<file path="src/rtl/execute_stage_if.sv">
// ID/EX -> EX/MEM bundle for the execute stage, including the fetch redirect.
// The "master" side drives the ID/EX fields; the "slave" side is the execute stage itself.
`timescale 1ns/1ps
interface execute_stage_if;
  logic        valid_in;
  logic        load_in;
  logic        store_in;
  logic        next_sel_in;
  logic        branch_result_in;
  logic        reg_write_in;
  logic [3:0]  alu_control_in;
  logic [1:0]  mem_to_reg_in;
  logic [31:0] opa_in;
  logic [31:0] opb_in;
  logic [31:0] opb_data_in;
  logic [31:0] pre_address_in;
  logic [31:0] instruction_in;

  logic        valid_out;
  logic        load_out;
  logic        store_out;
  logic        reg_write_out;
  logic        misaligned_out;
  logic [3:0]  byte_en_out;
  logic [1:0]  mem_to_reg_out;
  logic [31:0] alu_result_out;
  logic [31:0] store_data_out;
  logic [31:0] pre_address_out;
  logic [31:0] instruction_out;

  logic        redirect;
  logic [31:0] redirect_addr;

  modport master (
    output valid_in, load_in, store_in, next_sel_in, branch_result_in, reg_write_in,
           alu_control_in, mem_to_reg_in, opa_in, opb_in, opb_data_in,
           pre_address_in, instruction_in,
    input  valid_out, load_out, store_out, reg_write_out, misaligned_out, byte_en_out,
           mem_to_reg_out, alu_result_out, store_data_out, pre_address_out,
           instruction_out, redirect, redirect_addr
  );

  modport slave (
    input  valid_in, load_in, store_in, next_sel_in, branch_result_in, reg_write_in,
           alu_control_in, mem_to_reg_in, opa_in, opb_in, opb_data_in,
           pre_address_in, instruction_in,
    output valid_out, load_out, store_out, reg_write_out, misaligned_out, byte_en_out,
           mem_to_reg_out, alu_result_out, store_data_out, pre_address_out,
           instruction_out, redirect, redirect_addr
  );
endinterface

</file>
<file path="src/rtl/execute_stage.sv">
// Pipeline execute stage: ALU, store lane formatting, misalignment detection,
// EX/MEM register with stall/flush, and branch/jump redirect with a one-cycle shadow.
`timescale 1ns/1ps
module execute_stage (
  input  logic           clk,
  input  logic           rst,
  input  logic           stall,
  input  logic           flush,
  execute_stage_if.slave ex
);

  localparam logic [3:0] ALU_ADD  = 4'b0000;
  localparam logic [3:0] ALU_SUB  = 4'b0001;
  localparam logic [3:0] ALU_SLL  = 4'b0010;
  localparam logic [3:0] ALU_SLT  = 4'b0011;
  localparam logic [3:0] ALU_SLTU = 4'b0100;
  localparam logic [3:0] ALU_XOR  = 4'b0101;
  localparam logic [3:0] ALU_SRL  = 4'b0110;
  localparam logic [3:0] ALU_SRA  = 4'b0111;
  localparam logic [3:0] ALU_OR   = 4'b1000;
  localparam logic [3:0] ALU_AND  = 4'b1001;
  localparam logic [3:0] ALU_PASS = 4'b1010;

  localparam logic [2:0] F3_BYTE  = 3'b000;
  localparam logic [2:0] F3_HALF  = 3'b001;
  localparam logic [2:0] F3_WORD  = 3'b010;
  localparam logic [2:0] F3_HALFU = 3'b101;

  typedef struct packed {
    logic        valid;
    logic        load;
    logic        store;
    logic        reg_write;
    logic        misaligned;
    logic [3:0]  byte_en;
    logic [1:0]  mem_to_reg;
    logic [31:0] alu_result;
    logic [31:0] store_data;
    logic [31:0] pre_address;
    logic [31:0] instruction;
  } exmem_t;

  exmem_t      exmem_q, exmem_d, capture;
  logic        shadow_q, shadow_d;
  logic        eff_valid;
  logic        redirect;
  logic [31:0] alu_res;
  logic [4:0]  shamt;
  logic [2:0]  funct3;
  logic [1:0]  addr_lo;
  logic        misaligned;
  logic [31:0] store_fmt;
  logic [3:0]  lanes;

  assign shamt = ex.opb_in[4:0];

  // NOTE: every variable written in a combinational block gets a default first,
  // so no path leaves it unassigned and no latch is inferred.
  always_comb begin
    alu_res = '0;
    unique case (ex.alu_control_in)
      ALU_ADD:  alu_res = ex.opa_in + ex.opb_in;
      ALU_SUB:  alu_res = ex.opa_in - ex.opb_in;
      ALU_SLL:  alu_res = ex.opa_in << shamt;
      ALU_SLT:  alu_res = {31'b0, $signed(ex.opa_in) < $signed(ex.opb_in)};
      ALU_SLTU: alu_res = {31'b0, ex.opa_in < ex.opb_in};
      ALU_XOR:  alu_res = ex.opa_in ^ ex.opb_in;
      ALU_SRL:  alu_res = ex.opa_in >> shamt;
      ALU_SRA:  alu_res = $unsigned($signed(ex.opa_in) >>> shamt);
      ALU_OR:   alu_res = ex.opa_in | ex.opb_in;
      ALU_AND:  alu_res = ex.opa_in & ex.opb_in;
      ALU_PASS: alu_res = ex.opb_in;
      default:  alu_res = '0;
    endcase
  end

  assign funct3  = ex.instruction_in[14:12];
  assign addr_lo = alu_res[1:0];

  // Store funct3 values other than SB/SH are handled as full-word stores.
  always_comb begin
    store_fmt = ex.opb_data_in;
    lanes     = 4'b1111;
    case (funct3)
      F3_BYTE: begin
        store_fmt = {4{ex.opb_data_in[7:0]}};
        lanes     = 4'b0001 << addr_lo;
      end
      F3_HALF: begin
        store_fmt = {2{ex.opb_data_in[15:0]}};
        lanes     = 4'b0011 << addr_lo;
      end
      default: begin
        store_fmt = ex.opb_data_in;
        lanes     = 4'b1111;
      end
    endcase
  end

  always_comb begin
    misaligned = 1'b0;
    if (ex.store_in) begin
      case (funct3)
        F3_BYTE: misaligned = 1'b0;
        F3_HALF: misaligned = addr_lo[0];
        default: misaligned = |addr_lo;
      endcase
    end else if (ex.load_in) begin
      case (funct3)
        F3_HALF, F3_HALFU: misaligned = addr_lo[0];
        F3_WORD:           misaligned = |addr_lo;
        default:           misaligned = 1'b0;
      endcase
    end
  end

  // The instruction right after a taken redirect is on the wrong path.
  assign eff_valid = ex.valid_in & ~shadow_q & ~flush;
  assign redirect  = rst & eff_valid & (ex.next_sel_in | ex.branch_result_in) & ~stall;

  assign ex.redirect      = redirect;
  assign ex.redirect_addr = {alu_res[31:1], 1'b0};

  always_comb begin
    capture.valid       = eff_valid;
    capture.load        = eff_valid & ex.load_in & ~misaligned;
    capture.store       = eff_valid & ex.store_in & ~misaligned;
    capture.reg_write   = eff_valid & ex.reg_write_in & ~misaligned;
    capture.misaligned  = eff_valid & misaligned;
    capture.byte_en     = (eff_valid & ex.store_in & ~misaligned) ? lanes : 4'b0000;
    capture.mem_to_reg  = ex.mem_to_reg_in;
    capture.alu_result  = alu_res;
    capture.store_data  = store_fmt;
    capture.pre_address = ex.pre_address_in;
    capture.instruction = ex.instruction_in;
  end

  // Flush wins over stall; flush already zeroes eff_valid, so capture holds a bubble.
  always_comb begin
    exmem_d  = exmem_q;
    shadow_d = shadow_q;
    if (flush) begin
      exmem_d  = capture;
      shadow_d = 1'b0;
    end else if (!stall) begin
      exmem_d  = capture;
      shadow_d = redirect;
    end
  end

  // NOTE: state registers use non-blocking assignments so every flop samples
  // the pre-edge values regardless of statement order.
  always_ff @(posedge clk) begin
    if (!rst) begin
      exmem_q  <= '0;
      shadow_q <= 1'b0;
    end else begin
      exmem_q  <= exmem_d;
      shadow_q <= shadow_d;
    end
  end

  assign ex.valid_out       = exmem_q.valid;
  assign ex.load_out        = exmem_q.load;
  assign ex.store_out       = exmem_q.store;
  assign ex.reg_write_out   = exmem_q.reg_write;
  assign ex.misaligned_out  = exmem_q.misaligned;
  assign ex.byte_en_out     = exmem_q.byte_en;
  assign ex.mem_to_reg_out  = exmem_q.mem_to_reg;
  assign ex.alu_result_out  = exmem_q.alu_result;
  assign ex.store_data_out  = exmem_q.store_data;
  assign ex.pre_address_out = exmem_q.pre_address;
  assign ex.instruction_out = exmem_q.instruction;

endmodule

</file>
<file path="src/flat_wrapper.sv">
// flat-port wrapper written by rule: the top's interface ports become plain ports
module execute_stage_flat 
  (clk, rst, stall, flush, ex_valid_in, ex_load_in, ex_store_in, ex_next_sel_in, ex_branch_result_in, ex_reg_write_in, ex_alu_control_in, ex_mem_to_reg_in, ex_opa_in, ex_opb_in, ex_opb_data_in, ex_pre_address_in, ex_instruction_in, ex_valid_out, ex_load_out, ex_store_out, ex_reg_write_out, ex_misaligned_out, ex_byte_en_out, ex_mem_to_reg_out, ex_alu_result_out, ex_store_data_out, ex_pre_address_out, ex_instruction_out, ex_redirect, ex_redirect_addr);
  execute_stage_if ex_i ();
  input  logic clk;
  input  logic rst;
  input  logic stall;
  input  logic flush;
  input wire logic [$bits(ex_i.valid_in)-1:0] ex_valid_in;
  input wire logic [$bits(ex_i.load_in)-1:0] ex_load_in;
  input wire logic [$bits(ex_i.store_in)-1:0] ex_store_in;
  input wire logic [$bits(ex_i.next_sel_in)-1:0] ex_next_sel_in;
  input wire logic [$bits(ex_i.branch_result_in)-1:0] ex_branch_result_in;
  input wire logic [$bits(ex_i.reg_write_in)-1:0] ex_reg_write_in;
  input wire logic [$bits(ex_i.alu_control_in)-1:0] ex_alu_control_in;
  input wire logic [$bits(ex_i.mem_to_reg_in)-1:0] ex_mem_to_reg_in;
  input wire logic [$bits(ex_i.opa_in)-1:0] ex_opa_in;
  input wire logic [$bits(ex_i.opb_in)-1:0] ex_opb_in;
  input wire logic [$bits(ex_i.opb_data_in)-1:0] ex_opb_data_in;
  input wire logic [$bits(ex_i.pre_address_in)-1:0] ex_pre_address_in;
  input wire logic [$bits(ex_i.instruction_in)-1:0] ex_instruction_in;
  output wire logic [$bits(ex_i.valid_out)-1:0] ex_valid_out;
  output wire logic [$bits(ex_i.load_out)-1:0] ex_load_out;
  output wire logic [$bits(ex_i.store_out)-1:0] ex_store_out;
  output wire logic [$bits(ex_i.reg_write_out)-1:0] ex_reg_write_out;
  output wire logic [$bits(ex_i.misaligned_out)-1:0] ex_misaligned_out;
  output wire logic [$bits(ex_i.byte_en_out)-1:0] ex_byte_en_out;
  output wire logic [$bits(ex_i.mem_to_reg_out)-1:0] ex_mem_to_reg_out;
  output wire logic [$bits(ex_i.alu_result_out)-1:0] ex_alu_result_out;
  output wire logic [$bits(ex_i.store_data_out)-1:0] ex_store_data_out;
  output wire logic [$bits(ex_i.pre_address_out)-1:0] ex_pre_address_out;
  output wire logic [$bits(ex_i.instruction_out)-1:0] ex_instruction_out;
  output wire logic [$bits(ex_i.redirect)-1:0] ex_redirect;
  output wire logic [$bits(ex_i.redirect_addr)-1:0] ex_redirect_addr;
  assign ex_i.valid_in = ex_valid_in;
  assign ex_i.load_in = ex_load_in;
  assign ex_i.store_in = ex_store_in;
  assign ex_i.next_sel_in = ex_next_sel_in;
  assign ex_i.branch_result_in = ex_branch_result_in;
  assign ex_i.reg_write_in = ex_reg_write_in;
  assign ex_i.alu_control_in = ex_alu_control_in;
  assign ex_i.mem_to_reg_in = ex_mem_to_reg_in;
  assign ex_i.opa_in = ex_opa_in;
  assign ex_i.opb_in = ex_opb_in;
  assign ex_i.opb_data_in = ex_opb_data_in;
  assign ex_i.pre_address_in = ex_pre_address_in;
  assign ex_i.instruction_in = ex_instruction_in;
  assign ex_valid_out = ex_i.valid_out;
  assign ex_load_out = ex_i.load_out;
  assign ex_store_out = ex_i.store_out;
  assign ex_reg_write_out = ex_i.reg_write_out;
  assign ex_misaligned_out = ex_i.misaligned_out;
  assign ex_byte_en_out = ex_i.byte_en_out;
  assign ex_mem_to_reg_out = ex_i.mem_to_reg_out;
  assign ex_alu_result_out = ex_i.alu_result_out;
  assign ex_store_data_out = ex_i.store_data_out;
  assign ex_pre_address_out = ex_i.pre_address_out;
  assign ex_instruction_out = ex_i.instruction_out;
  assign ex_redirect = ex_i.redirect;
  assign ex_redirect_addr = ex_i.redirect_addr;
  execute_stage u_core (.clk(clk), .rst(rst), .stall(stall), .flush(flush), .ex(ex_i));
endmodule
</file>
<file path="config.mk">
export PLATFORM = sky130hd
export DESIGN_NAME = execute_stage_flat
export DESIGN_NICKNAME = d
export VERILOG_FILES = /design/src/rtl/execute_stage_if.sv /design/src/rtl/execute_stage.sv /design/src/flat_wrapper.sv
export SDC_FILE = /design/constraint.sdc
export NUM_CORES = 1
export LEC_CHECK = 0
export CAP_MARGIN = 20
export CORE_ASPECT_RATIO = 0.5
export CORE_MARGIN = 4
export CORE_UTILIZATION = 45
export CTS_BUF_LIST = sky130_fd_sc_hd__clkbuf_8
export DETAILED_ROUTE_END_ITERATION = 16
export GPL_ROUTABILITY_DRIVEN = 0
export PLACE_DENSITY_LB_ADDON = 0.15
export SLEW_MARGIN = 10
export SYNTH_ARGS = -nofsm -noshare
export SYNTH_HDL_FRONTEND = slang
export SYNTH_SLANG_ARGS = --single-unit
</file>
<file path="constraint.sdc">
create_clock -name clk -period 7.6 [get_ports clk]
set_clock_uncertainty 0.2 [all_clocks]
set_input_delay 1.14 -clock clk [delete_from_list [all_inputs] [get_ports clk]]
set_output_delay 1.14 -clock clk [all_outputs]
set_load 0.02 [all_outputs]
</file>
---- Yosys cells after proc, flatten, opt, wreduce, memory -nomap -nowiden ----
Index checks and enable logic that the tools add are counted.
cells by class
  div/mod/pow operators ................... 0
  mux-type cells .......................... 10
  reduce and logical (&&, ||, !) cells .... 5
  shift operators ......................... 5
  magnitude comparators ................... 2
  multiply operators ...................... 0
  add/sub/neg operators ................... 2
  equal/unequal tests ..................... 14
  bitwise logic cells ..................... 21
operators by type and width
  operator               count
  $pmux W32 S11          1
  $mux W139              2
  $lt A32 B32 Y1         2
  $pmux W32 S2           1
  $add A32 B32 Y32       1
  $and A32 B32 Y32       1
  $or A32 B32 Y32        1
  $shl A32 B5 Y32        1
  $shr A32 B5 Y32        1
  $sshr A32 B5 Y32       1
  $sub A32 B32 Y32       1
  $xor A32 B32 Y32       1
  $eq A4 B3 Y1 const B   4
  $and A1 B1 Y1          12
  $eq A4 B4 Y1 const B   3
  $eq A4 B2 Y1 const B   2
  $pmux W4 S2            1
  $reduce_or A2 Y1       3
  $not A1 Y1             5
  $eq A4 B1 Y1 const B   1
  $logic_not A4 Y1       1
  $mux W4                1
  $pmux W1 S2            2
  $shl A1 B2 Y4 const A  1
  8 further kinds        9
storage, ports and cells
  latch bits .............................. 0
  flip-flop bits (word level) ............. 140
  input bits .............................. 176
  memories ................................ 0
  logic and storage cells ................. 71
  bits in read-only memories .............. 0
  RAM bits ................................ 0

---- Depth between registers and ports, before layout ----
  depth in word-level cells ............... 11
  depth in mapped cells ................... 16
  depth with buffers taken out ............ 13

---- Worst setup path before layout ----
OpenSTA, ideal clock, no wires.
  kind .................................... input to output
  start point ............................. input ex_opb_in[2]
  end point ............................... output ex_redirect_addr[30]
  slack ................................... 1,468 ps
  stages .................................. 16
  arrival time ............................ 4,792 ps
  data required time ...................... 6,260 ps
  path through ............................ clkbuf_1 > inv_2 > buf_1 > clkbuf_1 > ha_1 > buf_2 > nand2b_1 > a211oi_2 > o21ai_1 > or4_4 > a2111oi_2 > nor3_1 > o211ai_1 > mux2i_1 > nand3_1 > buf_4
on the way
  cells in the longest elaborated chain, start to end .. 2
  elaborated cells on any way between the ends .. 6
  classes of those cells .................. 2 x add/sub; 3 x shift; 1 x mux
RTL lines
  item                                      RTL line             text
  from (decl)                               flat_wrapper.sv:18   input wire logic [$bits(ex_i.opb_in)-1:0] ex_opb_in;
  $sub A32 B32 Y32 (tied with other cells)  execute_stage.sv:63  ALU_SUB: alu_res = ex.opa_in - ex.opb_in;
  $pmux W32 S11 (*)                         execute_stage.sv:61  unique case (ex.alu_control_in)
  to (decl)                                 flat_wrapper.sv:34   output wire logic [$bits(ex_i.redirect_addr)-1:0] ex_redirect_addr;
Mark *: on every way between the ends. The rest lies on a longest branch, timed or not.

---- Worst setup path in the final report ----
  start point ............................. input ex_opa_in[0]
  end point ............................... output ex_redirect_addr[28]
on the way
  cells in the longest elaborated chain, start to end .. 2
  elaborated cells on any way between the ends .. 6
  classes of those cells .................. 2 x add/sub; 3 x shift; 1 x mux
RTL lines
  item                                      RTL line             text
  from (decl)                               flat_wrapper.sv:17   input wire logic [$bits(ex_i.opa_in)-1:0] ex_opa_in;
  $sub A32 B32 Y32 (tied with other cells)  execute_stage.sv:63
  $pmux W32 S11 (*)                         execute_stage.sv:61
Marks and branches as above.

==> flow_summary_export.csv <==
group,metric,value,unit
power_and_ir_drop,vdd.ir_drop.worst,0.000119,V
global_routing,grt_antenna_before_repair,4,
sta,period_needed,7110,ps
cts,ctsResizeCount,0,
power_and_ir_drop,p_total,2.70,mW
sta,finalSetupTns,0,ps
finish,multi_input_area,0.0106,mm^2
synth,synth_edf_count,0,
drt,drc,0,
critical_path,r2r_end,"u_core.ex.load_out$_SDFFE_PN0P_",
min_path,whs_path_depth,2,
finish,regArea,0.00280,mm^2
finish,nets,2534,
global_routing,grt_max_degree,102,
floorplan,initial_core_util,46.0,%
synth,synth_seq_area_share,19.1,%
synth,yosysMostFrequentCell,"nand2_1",
critical_path,reg2reg_slack,5620,ps
finish,drive_above_1_share,7.88,%
drt,dr.pass1.iters,8,
global_routing,first_global_vias,15200,
finish,stdcell_count,2704,
cts,h-tree-depth,4,
drt,routed_wl,62.4,mm
cts,path_clk_slew,80,ps
synth,ys_ff_latch,140,
synth,syn_area,0.0147,mm^2
critical_path,cp-start-kind,"input port",
floorplan,die_h,136,um
floorplan,dieArea,0.0358,mm^2
drt,drt-initial-drc-count,2579,
min_path,worstHoldEndpoint,"u_core.ex.store_data_out[3]$_SDFFE_PN0P_",
synth,synth_cells,2038,
drt,ant_nets,0,
drt,via_per_inst,6.32,
flow_run,maxCapViolCount,0,
floorplan,placementRows,46,
critical_path,worstPathMaxFanout,5,
global_routing,grt.overflow.total,0,
cts,cts_hold_buf,0,
placed_design,placed_cells,2671,
synth,yosys-top-cells-count,"nand2_1, a21oi_1, nor2_1",
global_routing,grt_pass1_wl,93.0,mm
floorplan,core,0.0319,mm^2
cts,cts_sinks,140,
min_path,hp-start,"u_core.ex.store_data_out[3]$_SDFFE_PN0P_",
finish,area_delta_synth_final,26.7,%
sta,finalCritPeriodShare,93.5,%
synth,synthArstFlopShare,0,%
critical_path,r2r-start,"u_core.shadow_q$_SDFFE_PP0N_",
status,status,"finished clean",
sta,slew_violations,0,
drt,wire_per_inst,23.1,um
power_and_ir_drop,cellLeakagePower,7.49,nW
floorplan,die_w,264,um
sta,hold_viol_final,0,
power_and_ir_drop,power.density,145,mW/mm^2
sta,worstMarginPinSlew,1170,ps
placed_design,numPortBuffers,346,
cts,root_buffer,"clkbuf_8",
synth,synthDistinctLibCells,90,
sta,finalSetupViolCount,0,
sta,rsz0062_at_grt,"false",
sta,max_freq,141,MHz
synth,synth_top_area_share,19.1,%
synth,ys_warn_count,0,
sta,maxSlewHeadroom,21.5,%
global_routing,grt_usage,32.9,%
synth,synth_fp_nets,2313,
critical_path,critPathArrivalTime,5770,ps
synth,syn_avg_cell_area,7.22,um^2
min_path,min_path_type,"reg2reg",
critical_path,path_class,"in2out",
cts,cts_buffers,17,
synth,yosys.area.top_type,"dfxtp_1",
synth,synth.area.top_cells,"dfxtp_1, ha_1, nand2_1",
finish,n_fill_cell,3076,
placed_design,hpwlAfterDp,47.3,mm
critical_path,required,6260,ps
drt,dr_total_vias,17100,
floorplan,io_pins,348,
cts,post_cts_buffers,0,
finish,num_antenna_cells,0,
cts,insertion_delay,440,ps
critical_path,r2r_cells,5,
cts,tritoncts,"yes",
synth,ys.flop_type,"dfxtp_1",
cts,clockBufferDepth,2,
critical_path,cp-end-kind,"output pin",
==> stage by stage <==
stage / worst slack [ps] / utilization, % / area [um^2] / hold WS (ps)
floorplan: 1470 / - / 14700 / 272
finish: 493 / 58.3 / 18600 / 250
detailed placement: 639 / 56.9 / 18200 / 242
global route: 244 / 58.3 / 18600 / 272
global placement: 643 / 56.9 / 18200 / 238
CTS: 628 / 58.3 / 18600 / 254
==> how the worst max path moves through the flow <==
stage                       from                   end  cells past startpoint  slack (ps)
floorplan           ex_opb_in[2]  ex_redirect_addr[30]                     16        1470
global placement    ex_opa_in[0]  ex_redirect_addr[28]                     13         640
detailed placement  ex_opa_in[0]  ex_redirect_addr[28]                     13         640
CTS                 ex_opa_in[0]  ex_redirect_addr[28]                     13         630
global route        ex_opa_in[0]  ex_redirect_addr[28]                     13         240
finish              ex_opa_in[0]  ex_redirect_addr[28]                     13         490
==> state kept, by name, summed over array words and instances, names as in the netlist <==
signal                     count
u_core.ex.alu_result_out      32
u_core.ex.instruction_out     32
u_core.ex.pre_address_out     32
u_core.ex.store_data_out      32
u_core.ex.byte_en_out          4
u_core.ex.mem_to_reg_out       2
u_core.ex.load_out             1
u_core.ex.misaligned_out       1
u_core.ex.reg_write_out        1
u_core.ex.store_out            1
u_core.ex.valid_out            1
u_core.shadow_q                1
==> cell type report <==
| cell class | instances | share of cell area, % |
|---|---|---|
| Clock buffer | 17 | 1.26 |
| Clock inverter | 15 | 1.06 |
| Inverter | 107 | 2.16 |
| Multi-Input combinational cell | 1596 | 57.0 |
| Sequential cell | 140 | 15.0 |
| Tap cell | 432 | 2.90 |
| Timing Repair Buffer | 397 | 20.6 |
==> worst max-delay path, cell delays in order <==
cell             delay (ps)
clkdlybuf4s50_1         480
ha_1                    270
fa_1                    440
a211oi_1                260
o21ai_0                 150
buf_4                   180
o2111ai_1               350
nand3_1                 170
a221oi_1                760
o31ai_1                 190
o221a_2                 270
o21ai_0                 390
clkdlybuf4s50_1         700
==> layer usage <==
layer	wire, um	vias up	global-route usage [%]
met5	51	-	0
met4	2160	8	9.57
met3	7930	189	9.49
met2	27100	1097	51.4
met1	25200	8000	44.5
li1	-	7802	-
==> report_power, final <==
group / leakage [nW] / internal (mW) / switching (mW)
Clock: 0.217 / 0.338 / 0.331
Sequential: 1.16 / 0.786 / 0.0246
Combinational: 6.12 / 0.493 / 0.729
Total: 7.49 / 1.62 / 1.08
==> cell usage in the layout, fill, tap and decap left out, types with 15 or more instances in the layout <==
cell type | Yosys | final
a211oi_1 | 35 | 35
a21oi_1 | 221 | 221
a221oi_1 | 21 | 21
a22oi_1 | 31 | 31
a311oi_1 | 22 | 22
a31oi_1 | 22 | 22
and2_1 | 15 | 15
buf_4 | 35 | 51
clkbuf_8 | 0 | 17
clkdlybuf4s50_1 | 0 | 341
dfxtp_1 | 140 | 140
ha_1 | 97 | 97
inv_1 | 105 | 106
mux2i_1 | 40 | 40
mux4_2 | 37 | 37
nand2_1 | 313 | 313
nand2b_1 | 20 | 19
nand3_1 | 34 | 34
nor2_1 | 201 | 200
nor3_1 | 39 | 38
o2111ai_1 | 15 | 15
o211ai_1 | 39 | 39
o21ai_0 | 118 | 118
o31ai_1 | 19 | 19
==> cell families after synthesis <==
group,share of synthesized area [%]
AO/OA/AOI/OAI,31.0
flip-flops,19.1
adder cells (fa/ha/maj),8.52
other,0.0255
AND/OR/NAND/NOR,20.7
multiplexers,11.5
XOR/XNOR,0.298
buffers and inverters,8.95
No activity file was read; power rests on OpenSTA's default activity.
